`config.mk`:
```
export PLATFORM = sky130hd
export DESIGN_NAME = dht11_read_scheduler
export DESIGN_NICKNAME = d
export VERILOG_FILES = /design/src/rtl/dht11_read_scheduler.sv
export SDC_FILE = /design/constraint.sdc
export NUM_CORES = 1
export LEC_CHECK = 0
export ABC_AREA = 1
export CAP_MARGIN = 10
export CORE_ASPECT_RATIO = 1.2
export CORE_UTILIZATION = 56
export DETAILED_ROUTE_END_ITERATION = 6
export GPL_TIMING_DRIVEN = 0
export PLACE_DENSITY_LB_ADDON = 0.12
export RECOVER_POWER = 50
export SYNTH_ARGS = -nofsm -noshare
export SYNTH_HDL_FRONTEND = slang
export SYNTH_SLANG_ARGS = --single-unit
```
`constraint.sdc`:
```
create_clock -name clk -period 6 [get_ports clk]
set_clock_uncertainty 0.05 [all_clocks]
set_input_delay 0.9 -clock clk [delete_from_list [all_inputs] [get_ports clk]]
set_output_delay 0.9 -clock clk [all_outputs]
set_load 0.03 [all_outputs]
```
`src/rtl/dht11_read_scheduler.sv`:
```
// Schedules DHT11 reads: coalesces manual/auto requests, runs one attempt at a time with timeout,
// checksum validation, bounded retries and an inter-read gap; latches the last good reading.
module dht11_read_scheduler #(
  parameter int unsigned MIN_GAP_MS     = 2000,
  parameter int unsigned AUTO_PERIOD_MS = 2000,
  parameter int unsigned TIMEOUT_MS     = 50,
  parameter int unsigned RETRY_MAX      = 3
) (
  input  logic        clk,
  input  logic        rst,
  input  logic        tick_1us,
  input  logic        req_manual,
  input  logic        auto_en,
  output logic        unit_start,
  input  logic        unit_done,
  input  logic        unit_valid,
  input  logic [39:0] unit_data,
  output logic [7:0]  humidity_int,
  output logic [7:0]  humidity_dec,
  output logic [7:0]  temp_int,
  output logic [7:0]  temp_dec,
  output logic        data_valid,
  output logic        fault,
  output logic [7:0]  err_count,
  output logic        busy,
  output logic [2:0]  state
);

  typedef enum logic [2:0] {
    S_IDLE  = 3'd0,
    S_START = 3'd1,
    S_WAIT  = 3'd2,
    S_CHECK = 3'd3,
    S_HOLD  = 3'd4
  } state_t;

  state_t      state_q, state_d;
  logic [9:0]  presc_q, presc_d;
  logic [15:0] auto_q, auto_d;
  logic [15:0] tmo_q, tmo_d;
  logic [15:0] gap_q, gap_d;
  logic        pending_q, pending_d;
  logic [7:0]  retry_q, retry_d;
  logic [39:0] cap_data_q, cap_data_d;
  logic        cap_valid_q, cap_valid_d;
  logic [7:0]  hi_q, hi_d, hd_q, hd_d, ti_q, ti_d, td_q, td_d;
  logic        dv_q, dv_d;
  logic        fault_q, fault_d;
  logic [7:0]  err_q, err_d;
  logic        start_q, start_d;
  logic        busy_q, busy_d;

  logic        ms_tick;
  logic        auto_fire;
  logic [7:0]  csum_calc;
  logic        check_ok;

  assign ms_tick   = tick_1us && (presc_q == 10'd999);
  assign auto_fire = auto_en && ms_tick && (auto_q == 16'(AUTO_PERIOD_MS - 1));
  assign csum_calc = cap_data_q[39:32] + cap_data_q[31:24] + cap_data_q[23:16] + cap_data_q[15:8];
  assign check_ok  = cap_valid_q && (csum_calc == cap_data_q[7:0]);

  always_comb begin
    state_d     = state_q;
    presc_d     = presc_q;
    auto_d      = auto_q;
    tmo_d       = tmo_q;
    gap_d       = gap_q;
    pending_d   = pending_q;
    retry_d     = retry_q;
    cap_data_d  = cap_data_q;
    cap_valid_d = cap_valid_q;
    hi_d        = hi_q;
    hd_d        = hd_q;
    ti_d        = ti_q;
    td_d        = td_q;
    dv_d        = dv_q;
    fault_d     = fault_q;
    err_d       = err_q;

    if (tick_1us) presc_d = (presc_q == 10'd999) ? 10'd0 : presc_q + 10'd1;

    if (!auto_en)      auto_d = 16'd0;
    else if (auto_fire) auto_d = 16'd0;
    else if (ms_tick)   auto_d = auto_q + 16'd1;

    case (state_q)
      S_IDLE: begin
        if (pending_q) state_d = S_START;
      end
      S_START: begin
        pending_d = 1'b0;
        tmo_d     = 16'd0;
        state_d   = S_WAIT;
      end
      S_WAIT: begin
        // A frame landing on the timeout cycle still counts as a response.
        if (unit_done) begin
          cap_data_d  = unit_data;
          cap_valid_d = unit_valid;
          state_d     = S_CHECK;
        end else if (ms_tick) begin
          if (tmo_q == 16'(TIMEOUT_MS - 1)) begin
            cap_valid_d = 1'b0;
            state_d     = S_CHECK;
          end else begin
            tmo_d = tmo_q + 16'd1;
          end
        end
      end
      S_CHECK: begin
        gap_d   = 16'd0;
        state_d = S_HOLD;
        if (check_ok) begin
          hi_d    = cap_data_q[39:32];
          hd_d    = cap_data_q[31:24];
          ti_d    = cap_data_q[23:16];
          td_d    = cap_data_q[15:8];
          dv_d    = 1'b1;
          fault_d = 1'b0;
          retry_d = 8'd0;
        end else begin
          if (err_q != 8'hFF) err_d = err_q + 8'd1;
          if (retry_q < 8'(RETRY_MAX)) begin
            retry_d   = retry_q + 8'd1;
            pending_d = 1'b1;
          end else begin
            fault_d = 1'b1;
            retry_d = 8'd0;
          end
        end
      end
      S_HOLD: begin
        if (ms_tick) begin
          if (gap_q == 16'(MIN_GAP_MS - 1)) state_d = S_IDLE;
          else                               gap_d   = gap_q + 16'd1;
        end
      end
      default: state_d = S_IDLE;
    endcase

    // New requests win over the START clear, so nothing arriving mid-flight is lost.
    if (req_manual || auto_fire) pending_d = 1'b1;

    start_d = (state_d == S_START);
    busy_d  = (state_d != S_IDLE);
  end

  always_ff @(posedge clk or posedge rst) begin
    if (rst) begin
      state_q     <= S_IDLE;
      presc_q     <= '0;
      auto_q      <= '0;
      tmo_q       <= '0;
      gap_q       <= '0;
      pending_q   <= 1'b0;
      retry_q     <= '0;
      cap_data_q  <= '0;
      cap_valid_q <= 1'b0;
      hi_q        <= '0;
      hd_q        <= '0;
      ti_q        <= '0;
      td_q        <= '0;
      dv_q        <= 1'b0;
      fault_q     <= 1'b0;
      err_q       <= '0;
      start_q     <= 1'b0;
      busy_q      <= 1'b0;
    end else begin
      state_q     <= state_d;
      presc_q     <= presc_d;
      auto_q      <= auto_d;
      tmo_q       <= tmo_d;
      gap_q       <= gap_d;
      pending_q   <= pending_d;
      retry_q     <= retry_d;
      cap_data_q  <= cap_data_d;
      cap_valid_q <= cap_valid_d;
      hi_q        <= hi_d;
      hd_q        <= hd_d;
      ti_q        <= ti_d;
      td_q        <= td_d;
      dv_q        <= dv_d;
      fault_q     <= fault_d;
      err_q       <= err_d;
      start_q     <= start_d;
      busy_q      <= busy_d;
    end
  end

  assign unit_start   = start_q;
  assign humidity_int = hi_q;
  assign humidity_dec = hd_q;
  assign temp_int     = ti_q;
  assign temp_dec     = td_q;
  assign data_valid   = dv_q;
  assign fault        = fault_q;
  assign err_count    = err_q;
  assign busy         = busy_q;
  assign state        = state_q;

endmodule

```
# Yosys cells after proc, flatten, opt, wreduce, memory -nomap -nowiden
# Cells that the tools add are included.
[totals]
reg_bits = 155
in_bits = 47
word_cells = 98
[classes]
add_sub_neg = 9
order_cmp = 1
n_eq_ne = 20
n_mux = 29
bitwise = 1
n_reduce_logical = 20
[op_table]
columns = ["cell", "n"]
rows = [
  ["two-way mux 16 bit", 8],
  ["one-hot mux 16 bit (2 select lines)", 2],
  ["adder 16 x 1 -> 16 bit (second input constant)", 3],
  ["== test 16 x 11 -> 1 bit (second input constant)", 2],
  ["adder 8 bit", 3],
  ["two-way mux 3 bit", 6],
  ["adder 8 x 1 -> 8 bit (second input constant)", 2],
  ["== test 16 x 6 -> 1 bit (second input constant)", 1],
  ["two-way mux 8 bit", 2],
  ["one-hot mux 3 bit (5 select lines)", 1],
  ["inequality test 2 bit (second input constant)", 6],
  ["AND reduction 3 bit", 4],
  ["adder 10 x 1 -> 10 bit (second input constant)", 1],
  ["== test 10 bit (second input constant)", 1],
  ["two-way mux 10 bit", 1],
  ["== test 8 bit", 1],
  ["< comparator 8 x 2 -> 1 bit (second input constant)", 1],
  ["two-way mux 1 bit", 8],
  ["inequality test 8 bit (second input constant)", 1],
  ["nonzero test 2 bit", 4],
  ["== test 3 x 1 -> 1 bit (second input constant)", 2],
  ["== test 3 x 2 -> 1 bit (second input constant)", 2],
  ["inequality test 3 bit (second input constant)", 2],
  ["AND reduction 2 bit", 3],
  ["other kinds (9)", 13],
]

# Logic depth before layout (Yosys ltp)
# Gate-level depths: netlist of the first run.
[logic_depth]
word_depth = 8
ltp_mapped = 19
mapped_depth_nobuf = 19

# Worst setup path before layout of the first run
# OpenSTA, ideal clock, no wires.
[synth_path]
kind = "register to register"
from = "register cap_data_q[9]"
to = "register hd_q[0] (netlist: humidity_dec[0])"
setup_time_ps = 130
arrival_time_ps = 3215
t_required_ps = 5820
path_slack_ps = 2604
path_stages_with_launch = 20
cell_sequence = "dfrtp_1 fa_1 inv_1 fa_1 inv_1 ha_1 fa_1 nand2_1 inv_1 nor2_1 nor2_1 nand2_1 nor2_1 nand2_1 nor3_2 nand3_2 buf_6 buf_6 nand2_1 o21ai_1"
[synth_via]
elab_chain_len = 4
[synth_lines]
columns = ["item", "line", "rtl"]
rows = [
  ["from (decl)", "44", "logic [39:0] cap_data_q, cap_data_d;"],
  ["from (signal assigned)", "177", "cap_data_q <= cap_data_d;"],
  ["adder 8 bit", "60", "assign csum_calc = cap_data_q[39:32] + cap_data_q[31:24] + cap_data_q[23:16] + cap_data_q[15:8];"],
  ["== test 8 bit", "61", "assign check_ok = cap_valid_q && (csum_calc == cap_data_q[7:0]);"],
  ["logical AND 1 bit", "61", ""],
  ["AND reduction 2 bit (no line)", "n/a", ""],
  ["to (signal assigned)", "161", "hd_q <= '0;"],
  ["to (signal assigned)", "180", "hd_q <= hd_d;"],
  ["to (decl)", "46", "logic [7:0] hi_q, hi_d, hd_q, hd_d, ti_q, ti_d, td_q, td_d;"],
]
# No other way between the ends.
# A chain may end at the register's enable or synchronous reset.

# Worst setup path after layout of the first run
[layout_path]
from = "register cap_data_q[9]"
to = "register td_q[2] (netlist: temp_dec[2])"
[layout_via]
elab_chain_len = 4
[layout_lines]
columns = ["item", "line", "rtl"]
rows = [
  ["adder 8 bit", "60", ""],
  ["== test 8 bit", "61", ""],
  ["logical AND 1 bit", "61", ""],
  ["AND reduction 2 bit (no line)", "n/a", ""],
  ["to (signal assigned)", "182", "td_q <= td_d;"],
  ["to (decl)", "46", ""],
]
# No other way between the ends.

==> flow_metrics.env, run 1 <==
export IMPL_relSlewSlack_pct=42.3
export IMPL_postCtsHoldBufs=0
export IMPL_cts_tree="built"
export IMPL_path_clk_slew_ns=0.06
export IMPL_vias=6514
export IMPL_die_w_um=111
export IMPL_cts_sink_count=155
export IMPL_clk_latency_ns=0.42
export IMPL_num_antenna_cells=0
export IMPL_rows=47
export IMPL_grt_max_degree=98
export IMPL_timing_hold_ws_ns=0.415
export IMPL_finalNetCount=1131
export IMPL_period_share_pct=62.8
export IMPL_leakagePower_nw=4.45
export IMPL_vias_per_cell=5.26
export IMPL_clockBufferDepth=2
export IMPL_max_cap_violations=0
export IMPL_ys_warn_count=0
export IMPL_fmax_mhz=265
export IMPL_arrival_ns=4.02
export IMPL_cts_max_level=4
export IMPL_fp_dieArea_um2=14600
export IMPL_cts_setup_buffers=0
export IMPL_yosysTopAreaCell="dfrtp_1"
export IMPL_cts_buffers_inserted=17
export IMPL_wirelength_um=18300
export IMPL_yosys_top_cells_area="dfrtp_1 49%, nand2_1 12%, inv_1 6.1%"
export IMPL_synth_top_area_share_pct=49.0
export IMPL_hold_depth=2
export IMPL_powerDensity_nw_per_um2=233
export IMPL_hpwl_um=13200
export IMPL_worstPathMaxFanout=10
export IMPL_syn_nets=1018
export IMPL_gp_congestion=0.883
export IMPL_ff2ff_path_depth=19
export IMPL_layout_cells_non_filler=1239
export IMPL_io_pin_count=94
export IMPL_yosys_top_cells_count="245 x nand2_1, 155 x dfrtp_1, 129 x inv_1"
export IMPL_cts_resized=0
export IMPL_drcViolationCount=0
export IMPL_grt_pass1_wl_um=31200
export IMPL_finalMaxSlewViolations=0
export IMPL_wl_per_cell_um=14.8
export IMPL_core_area_um2=13800
export IMPL_rsz0062_at_grt="false"
export IMPL_setup_viol=0
export IMPL_path_class="reg2reg"
export IMPL_dr_pass1_iters=4
export IMPL_ys_seq_area_share_pct=49.0
export IMPL_track_usage_pct=26.8
export IMPL_worstMarginPinSlew_ns=0.865
export IMPL_synth_edff_count=0
export IMPL_first_iter_violations=331
export IMPL_ys_seq_elements=155
export IMPL_syn_area_um2=7920
export IMPL_antenna_found_initial=0
export IMPL_final_min_clock_period_ns=3.77
export IMPL_avgSynthCellArea_um2=8.40
export IMPL_start_util_pct=57.3
export IMPL_ys_flop_type="dfrtp_1"
export IMPL_port_buffers=93
export IMPL_synthDistinctLibCells=42
export IMPL_ant_nets=0
export IMPL_grt_overflow=0
export IMPL_synth_most_common_cell="nand2_1"
export IMPL_setup_ws_ns=2.23
export IMPL_worstPathRequired_ns=6.25
export IMPL_cp_end_kind="register"
export IMPL_ir_drop_v=0.000189
export IMPL_drive_gt1_share_pct=5.71
export IMPL_grt_pass1_vias=6591
export IMPL_ys_async_sr_fraction_pct=100
export IMPL_finalHoldViolCount=0
export IMPL_hp_class="reg2reg"
export IMPL_area_delta_synth_final_pct=21.8
export IMPL_finalPower_mw=2.24
export IMPL_cp_start_kind="register"
export IMPL_placed_cells=1208
export IMPL_syn_inst=943
export IMPL_status="finished clean"
export IMPL_pre_cts_ws_ns=2.27
export IMPL_cts_root_buffer="clkbuf_16"
export IMPL_die_h_um=132
layer usage:
metal | GRT usage [%] | up-vias | share of wire [%]
met1 | 33.8 | 3068 | 44
met3 | 5.06 | 42 | 3.8
met4 | 12.3 | 0 | 3.0
li1 | - | 3269 | -
met5 | 0 | - | 0
met2 | 44.9 | 135 | 49
placed cells by master (no fill, tap or decap), types with 8 or more instances in the layout:
| cell type | netlist | final |
|---|---|---|
| a21oi_1 | 16 | 16 |
| buf_2 | 10 | 9 |
| clkbuf_1 | 6 | 10 |
| clkbuf_16 | 0 | 17 |
| clkdlybuf4s50_1 | 0 | 91 |
| dfrtp_1 | 155 | 155 |
| fa_1 | 14 | 14 |
| ha_1 | 14 | 14 |
| inv_1 | 129 | 130 |
| nand2_1 | 245 | 245 |
| nand3_1 | 60 | 60 |
| nand4_1 | 15 | 16 |
| nor2_1 | 65 | 66 |
| nor3_1 | 15 | 15 |
| nor4_1 | 8 | 8 |
| o21ai_0 | 63 | 63 |
| o21ai_1 | 34 | 34 |
| o31ai_1 | 15 | 15 |
| xor2_1 | 31 | 31 |
sequential cells by signal, indices dropped and copies added (netlist names), 10 cells and up:
register / flops
auto_q: 16
cap_data_q: 40
gap_q: 16
presc_q: 10
tmo_q: 16
metrics by stage:
| stage | TNS [ns] | util (%) | area, um^2 |
|---|---|---|---|
| floorplan | 0 | - | 7920 |
| CTS | 0 | 69.9 | 9660 |
| global placement | -186.19 | 65.6 | 9060 |
| finish | 0 | 69.8 | 9640 |
| global route | 0 | 69.8 | 9640 |
| detailed placement | 0 | 65.8 | 9100 |
critical path, cell delays in order, from the launching register on:
cell     delay, ns
dfrtp_1       0.42
fa_1          0.58
inv_1         0.06
fa_1          0.49
inv_1         0.04
ha_1          0.23
fa_1          0.51
nand2_1       0.05
inv_1         0.05
nor2_1        0.03
nor2_1        0.08
nand2_1       0.08
nor2_1        0.10
nand2_1       0.09
nor3_2        0.17
nand3_2       0.12
buf_6         0.18
buf_6         0.16
nand2_1       0.07
o21ai_1       0.07
logic make-up (layout without fill, tap and decap cells):
family | count (synthesis) | in the layout | synth area share, %
buffers and inverters | 159 | 284 | 8.39
XOR/XNOR | 35 | 35 | 3.87
flip-flops | 155 | 155 | 49.0
AO/OA/AOI/OAI | 148 | 148 | 10.6
multiplexers | 1 | 1 | 0.126
AND/OR/NAND/NOR | 417 | 417 | 22.3
adder cells (fa/ha/maj) | 28 | 28 | 5.75
layout make-up:
cell class,count,area (um^2)
flip-flops and latches,155,3880
well taps,171,214
plain buffers,24,151
repair buffers,94,958
clock inverters,11,124
multi-input cells,629,3360
clock buffers,20,437
fillers,1131,4180
inverters,135,517
where the power goes:
part / switching, mW / internal, mW / leakage [nW] / total [mW]
Sequential: 0.0297 / 1.07 / 1.91 / 1.10
Clock: 0.420 / 0.608 / 0.266 / 1.03
Combinational: 0.0595 / 0.0521 / 2.27 / 0.112
final timing paths:
kind,start,endpoint,slack (ns)
setup / recovery,cap_data_q[9]$_DFFE_PP0P_,temp_dec[2]$_DFFE_PP0P_,2.23
hold / removal,data_valid$_DFFE_PP0P_,data_valid$_DFFE_PP0P_,0.42
min in group asynchronous,rst,presc_q[7]$_DFFE_PP0P_,1.12
hold reg to reg,data_valid$_DFFE_PP0P_,data_valid$_DFFE_PP0P_,0.42
setup reg to reg,cap_data_q[9]$_DFFE_PP0P_,temp_dec[2]$_DFFE_PP0P_,2.23
max in group asynchronous,rst,cap_data_q[1]$_DFFE_PP0P_,4.01
(Power assumes the default switching activity.)
==> run 2, diff against run 1 <==
CORE_UTILIZATION = 51   (was 56)
clock period = 3.35 ns   (was 6 ns; I/O delays follow)
==> run 2 against run 1 <==
Compared with the run above:
- critical endpoint unchanged
- worst setup slack got worse by 2.5 ns
- largest cell class unchanged
- non-clock buffer count rose by 11
- highest routed layer unchanged
- fmax is 4.2% higher
- register-to-register slack got worse by 2.5 ns
- the flow now finishes with violations (negative setup slack)
==> flow_metrics.env, run 2 (same netlist as run 1, synthesis figures left out) <==
export IMPL_status="complete, but fails checks"
export IMPL_violations="negative setup slack"
export IMPL_setup_ws_ns=-0.267
export IMPL_sw_frac_of_total_pct=22.5
export IMPL_cts_buffers_inserted=17
export IMPL_met2_length_um=9310
export IMPL_vias_per_cell=5.15
export IMPL_vias=6610
export IMPL_rows=49
export IMPL_clkPwrFrac_pct=48.2
export IMPL_fillers=1300
export IMPL_core_area_um2=15100
export IMPL_die_w_um=116
export IMPL_finalHoldViolCount=0
export IMPL_p_seq_share_pct=47.0
export IMPL_num_antenna_cells=0
export IMPL_path_class="reg2reg"
export IMPL_setup_viol=45
export IMPL_cp_end_kind="register"
export IMPL_drcViolationCount=0
export IMPL_io_pin_count=94
export IMPL_pre_cts_ws_ns=-0.349
export IMPL_routed_wl_met3_um=755
export IMPL_worstPathMaxFanout=10
export IMPL_largest_register_ffs=40
export IMPL_rsz0062_at_grt="true"
export IMPL_wl_met1_um=8280
export IMPL_path_clk_slew_ns=0.06
export IMPL_clk_latency_ns=0.43
export IMPL_regArea_um2=3880
export IMPL_final_cell_mix="234 x nand2_1, 155 x dfrtp_1, 127 x inv_1"
export IMPL_postCtsHoldBufs=0
export IMPL_first_iter_violations=360
export IMPL_finalNetCount=1142
export IMPL_hp_class="reg2reg"
export IMPL_setup_tns_ns=-9.05
export IMPL_p_sw_mw=0.946
export IMPL_start_util_pct=52.5
export IMPL_place_area_um2=9200
export IMPL_worstMarginPinSlew_ns=1.45
export IMPL_clockBufferDepth=2
export IMPL_final_min_clock_period_ns=3.62
export IMPL_track_usage_pct=25.6
export IMPL_fmax_mhz=276
export IMPL_grt_overflow=0
export IMPL_leakagePower_nw=4.54
export IMPL_max_cap_violations=0
export IMPL_die_h_um=139
export IMPL_arrival_ns=3.88
export IMPL_grt_max_degree=42
export IMPL_port_buffers=93
export IMPL_finalMaxSlewViolations=0
export IMPL_relSlewSlack_pct=2.69
export IMPL_wirelength_um=18800
export IMPL_grt_pass1_vias=6561
export IMPL_dr_pass1_iters=5
export IMPL_fp_dieArea_um2=16000
export IMPL_cts_root_buffer="clkbuf_16"
export IMPL_multi_input_area_um2=3420
export IMPL_grt_pass1_wl_um=31600
export IMPL_top_layer="met4"
export IMPL_final_common_cell="nand2_1"
export IMPL_fin_area_um2=9900
export IMPL_top_register="cap_data_q"
export IMPL_powerDensity_nw_per_um2=424
export IMPL_drive_gt1_share_pct=8.98
export IMPL_cts_max_level=4
export IMPL_cts_sink_count=155
export IMPL_wl_per_cell_um=14.6
export IMPL_ant_nets=0
export IMPL_finalPower_mw=4.20
export IMPL_combPwrFrac_pct=4.8
export IMPL_period_share_pct=108
export IMPL_antenna_found_initial=0
export IMPL_cts_tree="built"
export IMPL_worstPathRequired_ns=3.61
export IMPL_hpwl_um=13500
export IMPL_cp_start_kind="register"
export IMPL_p_int_mw=3.25
export IMPL_gp_congestion=0.891
export IMPL_area_delta_synth_final_pct=25.0
export IMPL_ir_drop_v=0.000384
-- run 2: cell count changes in the layout (fill, tap and decap cells not counted), sizes merged --
cell and delta:
clkinvlp +3, clkbuf +2, clkinv -3, bufinv +1, buf +9
-- run 2: final cells by class --
cell class	instances	share of cell area, %
flip-flops and latches	155	39.2
multi-input cells	629	34.5
repair buffers	105	10.3
inverters	135	5.18
clock buffers	20	4.71
well taps	204	2.58
plain buffers	24	1.92
clock inverters	12	1.64
-- run 2: power by group through the flow --
stage	Sequential [mW]	Combinational (mW)	Clock, mW
5_1_grt	1.98	0.229	2.14
3_3_place_gp	2.01	0.199	0
2_1_floorplan	2.00	0.115	0
4_1_cts	1.98	0.216	2.06
3_5_place_dp	2.01	0.213	0
6_report	1.97	0.199	2.02
-- run 2: layer usage --
metal  vias up  GRT usage [%]
li1       3287              -
met1      3164           33.4
met2       125           41.7
met3        34           5.22
met4         0           9.72
met5         -              0
-- run 2: worst paths after layout --
check                                           from                         to  slack [ns]  cells past startpoint
min reg2reg                   data_valid$_DFFE_PP0P_     data_valid$_DFFE_PP0P_        0.42                      2
max in group asynchronous                        rst    temp_int[7]$_DFFE_PP0P_        0.54                      4
max                        cap_data_q[9]$_DFFE_PP0P_    temp_dec[2]$_DFFE_PP0P_       -0.27                     19
max reg2reg                cap_data_q[9]$_DFFE_PP0P_    temp_dec[2]$_DFFE_PP0P_       -0.27                     19
min in group asynchronous                        rst  cap_data_q[1]$_DFFE_PP0P_        0.81                      2
min                           data_valid$_DFFE_PP0P_     data_valid$_DFFE_PP0P_        0.42                      2
-- run 2: timing repair --
action | in CTS | in global routing
gates resized for setup | 28 | 9
endpoints found under the setup margin | 45 | 45
hold endpoints to repair | 0 | 0
buffers inserted | 5 | 2
gates cloned | 1 | 0
pin swaps | 7 | 4
-- run 2: per-stage QoR --
step                hold WS [ns]  std cells  util (%)
floorplan                  0.383        943         -
global placement           0.402       1240      60.4
detailed placement         0.415       1244      61.0
CTS                        0.432       1282      66.0
global route               0.453       1284      65.6
finish                     0.422       1284      65.6
-- run 2: critical path, stage by stage (launching register included) --
cell	delay (ns)
dfrtp_1	0.42
fa_1	0.56
inv_1	0.05
fa_1	0.50
inv_1	0.04
ha_2	0.18
fa_1	0.51
nand2_1	0.05
inv_1	0.05
nor2_1	0.03
nor2_1	0.08
nand2_1	0.06
nor2_2	0.11
nand2_2	0.07
nor3_2	0.13
nand3_2	0.14
buf_8	0.18
buf_12	0.15
nand2_2	0.07
o21ai_2	0.06
==> edit 1 (settings of run 2) <==
Make the reset (`rst`) synchronous in one clocked block.
--- a/src/rtl/dht11_read_scheduler.sv
+++ b/src/rtl/dht11_read_scheduler.sv
@@ -147,5 +147,5 @@
   end
 
-  always_ff @(posedge clk or posedge rst) begin
+  always_ff @(posedge clk) begin
     if (rst) begin
       state_q     <= S_IDLE;
Formal check against the unedited RTL: differs if rst is asserted again (counterexample within 4 cycles, from zero or initial values and one cycle with rst high); with rst held inactive, the same outputs for 4 cycles.
==> edit 1 against run 2 <==
The flow still finishes with violations (negative setup slack); largest cell class is now multi-input gates; final area shrank 3.1%; wire length is 1.1% higher; final cell count is 1.9% higher; non-clock buffer count is 8 higher; sequential cell count stayed put; setup slack got worse by 0.030 ns; area after synthesis shrank 7.4%.
Power is not compared: it rests on default switching activity, and its combinational part moved more than twofold at a synthesized area within 25%.
==> edit 1: results (changes against run 2) <==
slew margin rel. 39.3% (+37 points); final hold slack 0.391 ns (-0.0302 ns); Inst Count DP 1263 (+1.5%); Routability Congestion 0.902 (+1.2%); DP HPWL 13200 um (-2.6%); drt wl/cell 14.5 um (-0.73%); met3 wire len 726 um (-3.8%); routed length on met2 9520 um (+2.2%); Post-Route WL 19000 um (+1.1%); Primary FF master, synth dfxtp_1; largest net degree at the start of global routing 17 (-60%); final setup margin -0.298 ns (-0.0301 ns); Syn Area/Cell 7.33 um2 (-13%); WP data arrival 3.92 ns (+0.04 ns); routing usage on met2 45.5% (+3.8 points); CP delay by family, top adder cells; crit path from cap_data_q[17]; Largest register FFs 40 (unchanged); Synth area leaders dfxtp_1 (42%), nand2_1 (8.1%), nor2_1 (8.1%); global routing usage on met3 5.69% (+0.47 points); Total GRT Usage 26.2% (+0.64 points); Sw Share 26.0%; outcome finished with violations; part of the Yosys area used for sequential elements 42.3% (-6.7 points); Cell variety after synth 38 (-9.5%); M1 GR Usage 30.5% (-2.8 points); dpl cell area 8490 um2 (-7.7%); fin nets 1199 (+5.0%); slowest stage cell, crit path fa_2; final setup vio count 45 (unchanged); vias in the first global route 6589 (+0.43%); Vias/cell 5.27 (+2.4%); Starting DRT DRC Count 388 (+7.8%); hold wc startpoint retry_q[7]; first-pass GRT wire length 30800 um (-2.3%); Clk power 2.01 mW; syn_nets 1075 (+5.6%); Synth top cells by count nand2_1 (159), nor2_1 (158), dfxtp_1 (155); DP Worst Slack -0.428 ns (-0.0785 ns); H-tree depth 4 (unchanged); CTS Root Cell clkbuf_16; highest net fanout along the worst path 8 (-2); WL met1 8180 um (-1.1%); failing checks negative setup slack; cell with the most instances after synthesis nand2_1; number of port buffers 92 (-1.1%); Post-synth ARST share 0% (-100 points); layout cells sized above 1 10.7% (+1.7 points); Clk Latency, worst-skew pair 0.43 ns (about the same); P_int 3.25 mW; drt first pass iters 4 (-1); # Max-Cap Violations 0 (unchanged); total negative slack -9.89 ns (-0.845 ns); Critical Path Max Stage Delay 0.53 ns (-0.03 ns)
[edit 1: cell types whose count changed after synthesis, moves of 24 or more]
cell,delta
dfrtp_1,-155
dfxtp_1,+155
nor2_1,+93
nand2_1,-86
a21oi_1,+74
o21ai_1,-30
nor3_1,+28
inv_1,-26
o21ai_0,+24
[edit 1: worst register-to-register path: stages (launching register included)]
cell and delay, ns:
dfxtp_4 0.36, fa_1 0.51, inv_1 0.06, fa_1 0.50, inv_2 0.05, ha_4 0.16
fa_2 0.54, nand2_1 0.05, inv_1 0.05, nor2_1 0.03, nor2_1 0.09, nand2_1 0.06
nor2_1 0.08, nand3_1 0.08, nor2_2 0.13, nand3_4 0.10, nor2_4 0.14, buf_6 0.16
inv_6 0.06, clkbuf_16 0.16, nor2_2 0.08, nor2_1 0.05
[edit 1: layout make-up]
type | count | area, um2
buffer | 32 | 216
clock buffer | 17 | 425
clock inverter | 15 | 188
fill | 1157 | 4350
inverter | 108 | 410
multi-input combinational | 705 | 3920
sequential | 155 | 3110
tap | 171 | 214
timing repair buffer | 105 | 1110
[edit 1: path summary, 6_finish.rpt]
path	to	cells after the start
min reg2reg	retry_q[7]	2
max reg2reg	temp_int[0]	21
max	temp_int[0]	21
min	retry_q[7]	2
[edit 1: kinds of logic (layout without fill, tap and decap cells)]
| group | Yosys count | count (layout) | synth area share, % |
|---|---|---|---|
| AOI/OAI and AO/OA | 188 | 188 | 13.1 |
| xor gates and xnor gates | 27 | 27 | 3.22 |
| adders and majority gates | 28 | 28 | 6.21 |
| buffers and inverters | 140 | 277 | 7.51 |
| DFF | 155 | 155 | 42.3 |
| and+or+nand+nor | 462 | 462 | 27.7 |
[edit 1: repair_timing]
action	CTS	global route
gates cloned	1	2
pin swaps	7	10
setup buffers	5	5
gates resized for setup	50	64
setup endpoints to repair	44	45
==> edit 2 (flow settings as in run 2) <==
Made on the original files. Change the parameter `MIN_GAP_MS` from 2000 to 1024.
--- a/src/rtl/dht11_read_scheduler.sv
+++ b/src/rtl/dht11_read_scheduler.sv
@@ -2,5 +2,5 @@
 // checksum validation, bounded retries and an inter-read gap; latches the last good reading.
 module dht11_read_scheduler #(
-  parameter int unsigned MIN_GAP_MS     = 2000,
+  parameter int unsigned MIN_GAP_MS     = 1024,
   parameter int unsigned AUTO_PERIOD_MS = 2000,
   parameter int unsigned TIMEOUT_MS     = 50,
Formal check against the unedited RTL: no difference found for any inputs over 4 cycles, from zero or initial values and one cycle with rst high; that may be too few to reach the edited logic, so the function may still have changed.
==> edit 2 against run 2 <==
The run ends with max-capacitance violations, max-slew violations, negative setup slack left; total power decreased by 3.6%; area after synthesis decreased by 1.2%; count of clock-buffer cells in the layout unchanged; setup slack got worse by 0.15 ns; final area decreased by 1.2%; combinational power increased by 9.5%; sequential share of layout area increased by 0.49 points; sequential cell count unchanged; wire length decreased by 2.7%; critical endpoint is now humidity_dec[5]; largest cell class unchanged.
==> edit 2: results (changes against run 2) <==
CTS Root Cell clkbuf_16; Slew @ Worst Pin 1.70 ns (+0.244 ns); hold wc startpoint humidity_int[1]; Synth area leaders dfrtp_1 (50%), nand2_1 (8.6%), inv_1 (6.3%); via count 6433 (-2.7%); Routability Congestion 0.929 (+4.2%); outcome finished with violations; WP data arrival 4.02 ns (+0.14 ns); synthesized-area fraction occupied by adder cells 5.82% (+0.072 points); dpl cell area 9100 um2 (-1.0%); worst r2r path cells 19 (unchanged); Synth top cells by count nand2_1 (179), dfrtp_1 (155), inv_1 (132); vias in the first global route 6200 (-5.5%); FF-to-FF Start cap_data_q[17]; failing checks max-capacitance violations, max-slew violations, negative setup slack; fin nets 1119 (-2.0%); reg2reg end humidity_dec[5]; total negative slack -16.59 ns (-7.54 ns); slowest stage cell, crit path fa_1; Starting DRT DRC Count 416 (+16%); Total GRT Usage 24.8% (-0.72 points); Slew Viols, Final 34 (+34); layout cells sized above 1 9.74% (+0.76 points); Critical Path Max Stage Delay 0.59 ns (+0.03 ns); peak supply drop 0.298 mV (-22%); CP delay by family, top adder cells; Biggest register cap_data_q; leakage power 4.54 nW (about the same); XOR/XNOR Fraction of Synth Area 3.25% (-0.62 points); Inst Count DP 1225 (-1.5%); syn_nets 999 (-1.9%); Post-synth ARST share 100% (unchanged); final setup vio count 45 (unchanged); Non-Filler Instances 1261 (-1.8%); drt first pass iters 5 (unchanged); number of port buffers 93 (unchanged); Post-Route WL 18300 um (-2.7%); part of the Yosys area used for sequential elements 49.6% (+0.61 points); fill count 1338 (+2.9%); largest net degree at the start of global routing 43 (+2.4%); Cell variety after synth 39 (-7.1%); mux share of post-synthesis cell area 0.576% (+0.45 points); # Max-Cap Violations 1 (+1); final hold slack 0.436 ns (+0.0139 ns); DP HPWL 13300 um (-1.6%); final setup margin -0.417 ns (-0.150 ns); Post-Syn Instances 924 (-2.0%); Clk Latency, worst-skew pair 0.42 ns; DP Worst Slack -0.401 ns (-0.0516 ns); hold path endpoint humidity_int[1]; first-pass GRT wire length 30000 um (-5.0%); post-synthesis compound-gate area fraction 10.4% (-0.19 points); clock slew at reported path FFs 0.06 ns (about the same)
==> edit 2: tightest hold or removal path, stage by stage (launching register included) <==
cell,delay [ns]
dfrtp_1,0.34
nand2_1,0.05
o21ai_1,0.06
==> edit 2: final cells by class <==
type                    count  area (um2)  area share [%]
clock inverters            12         125            1.28
multi-input cells         608        3400            34.8
repair buffers            101        1000            10.3
well taps                 204         255            2.61
clock buffers              20         437            4.47
inverters                 137         523            5.35
flip-flops and latches    155        3880            39.7
plain buffers              24         156            1.60
==> edit 2: worst max path at each step <==
stage	from	to	slack, ns
floorplan	cap_data_q[9]	humidity_dec[0]	-0.05
global placement	rst	retry_q[4]	-0.51
detailed placement	cap_data_q[9]	temp_int[2]	-0.40
CTS	cap_data_q[17]	humidity_dec[5]	-0.41
global route	cap_data_q[17]	humidity_dec[3]	-0.66
finish	cap_data_q[17]	humidity_dec[5]	-0.42
==> edit 2: where the power goes <==
group | internal, mW | switching (mW) | leakage (nW)
clock | 1.09 | 0.762 | 0.270
sequential | 1.93 | 0.0506 | 1.91
combinational | 0.0990 | 0.119 | 2.37
total | 3.12 | 0.931 | 4.54
==> edit 2: what timing repair did <==
item                       4_1_cts  5_1_grt
pin swaps                        5        0
resized for setup               19       24
buffers inserted                 3        1
setup endpoints to repair       45       45
==> edit 2: kinds of logic (layout without fill, tap and decap cells) <==
kind of cell / Yosys count / in the layout
AO/OA/AOI/OAI: 151 / 151
XOR/XNOR: 29 / 29
adder cells (fa/ha/maj): 28 / 28
buffers and inverters: 161 / 294
flip-flops: 155 / 155
multiplexers: 4 / 4
AND/OR/NAND/NOR: 396 / 396
==> edit 2: per-layer routing <==
metal	GRT usage, %	vias to the layer above	part of all wire, %
li1	-	3229	-
met1	31.7	3054	44
met2	42.9	135	51
met3	4.62	15	3.5
met4	7.36	0	1.0
met5	0	-	0
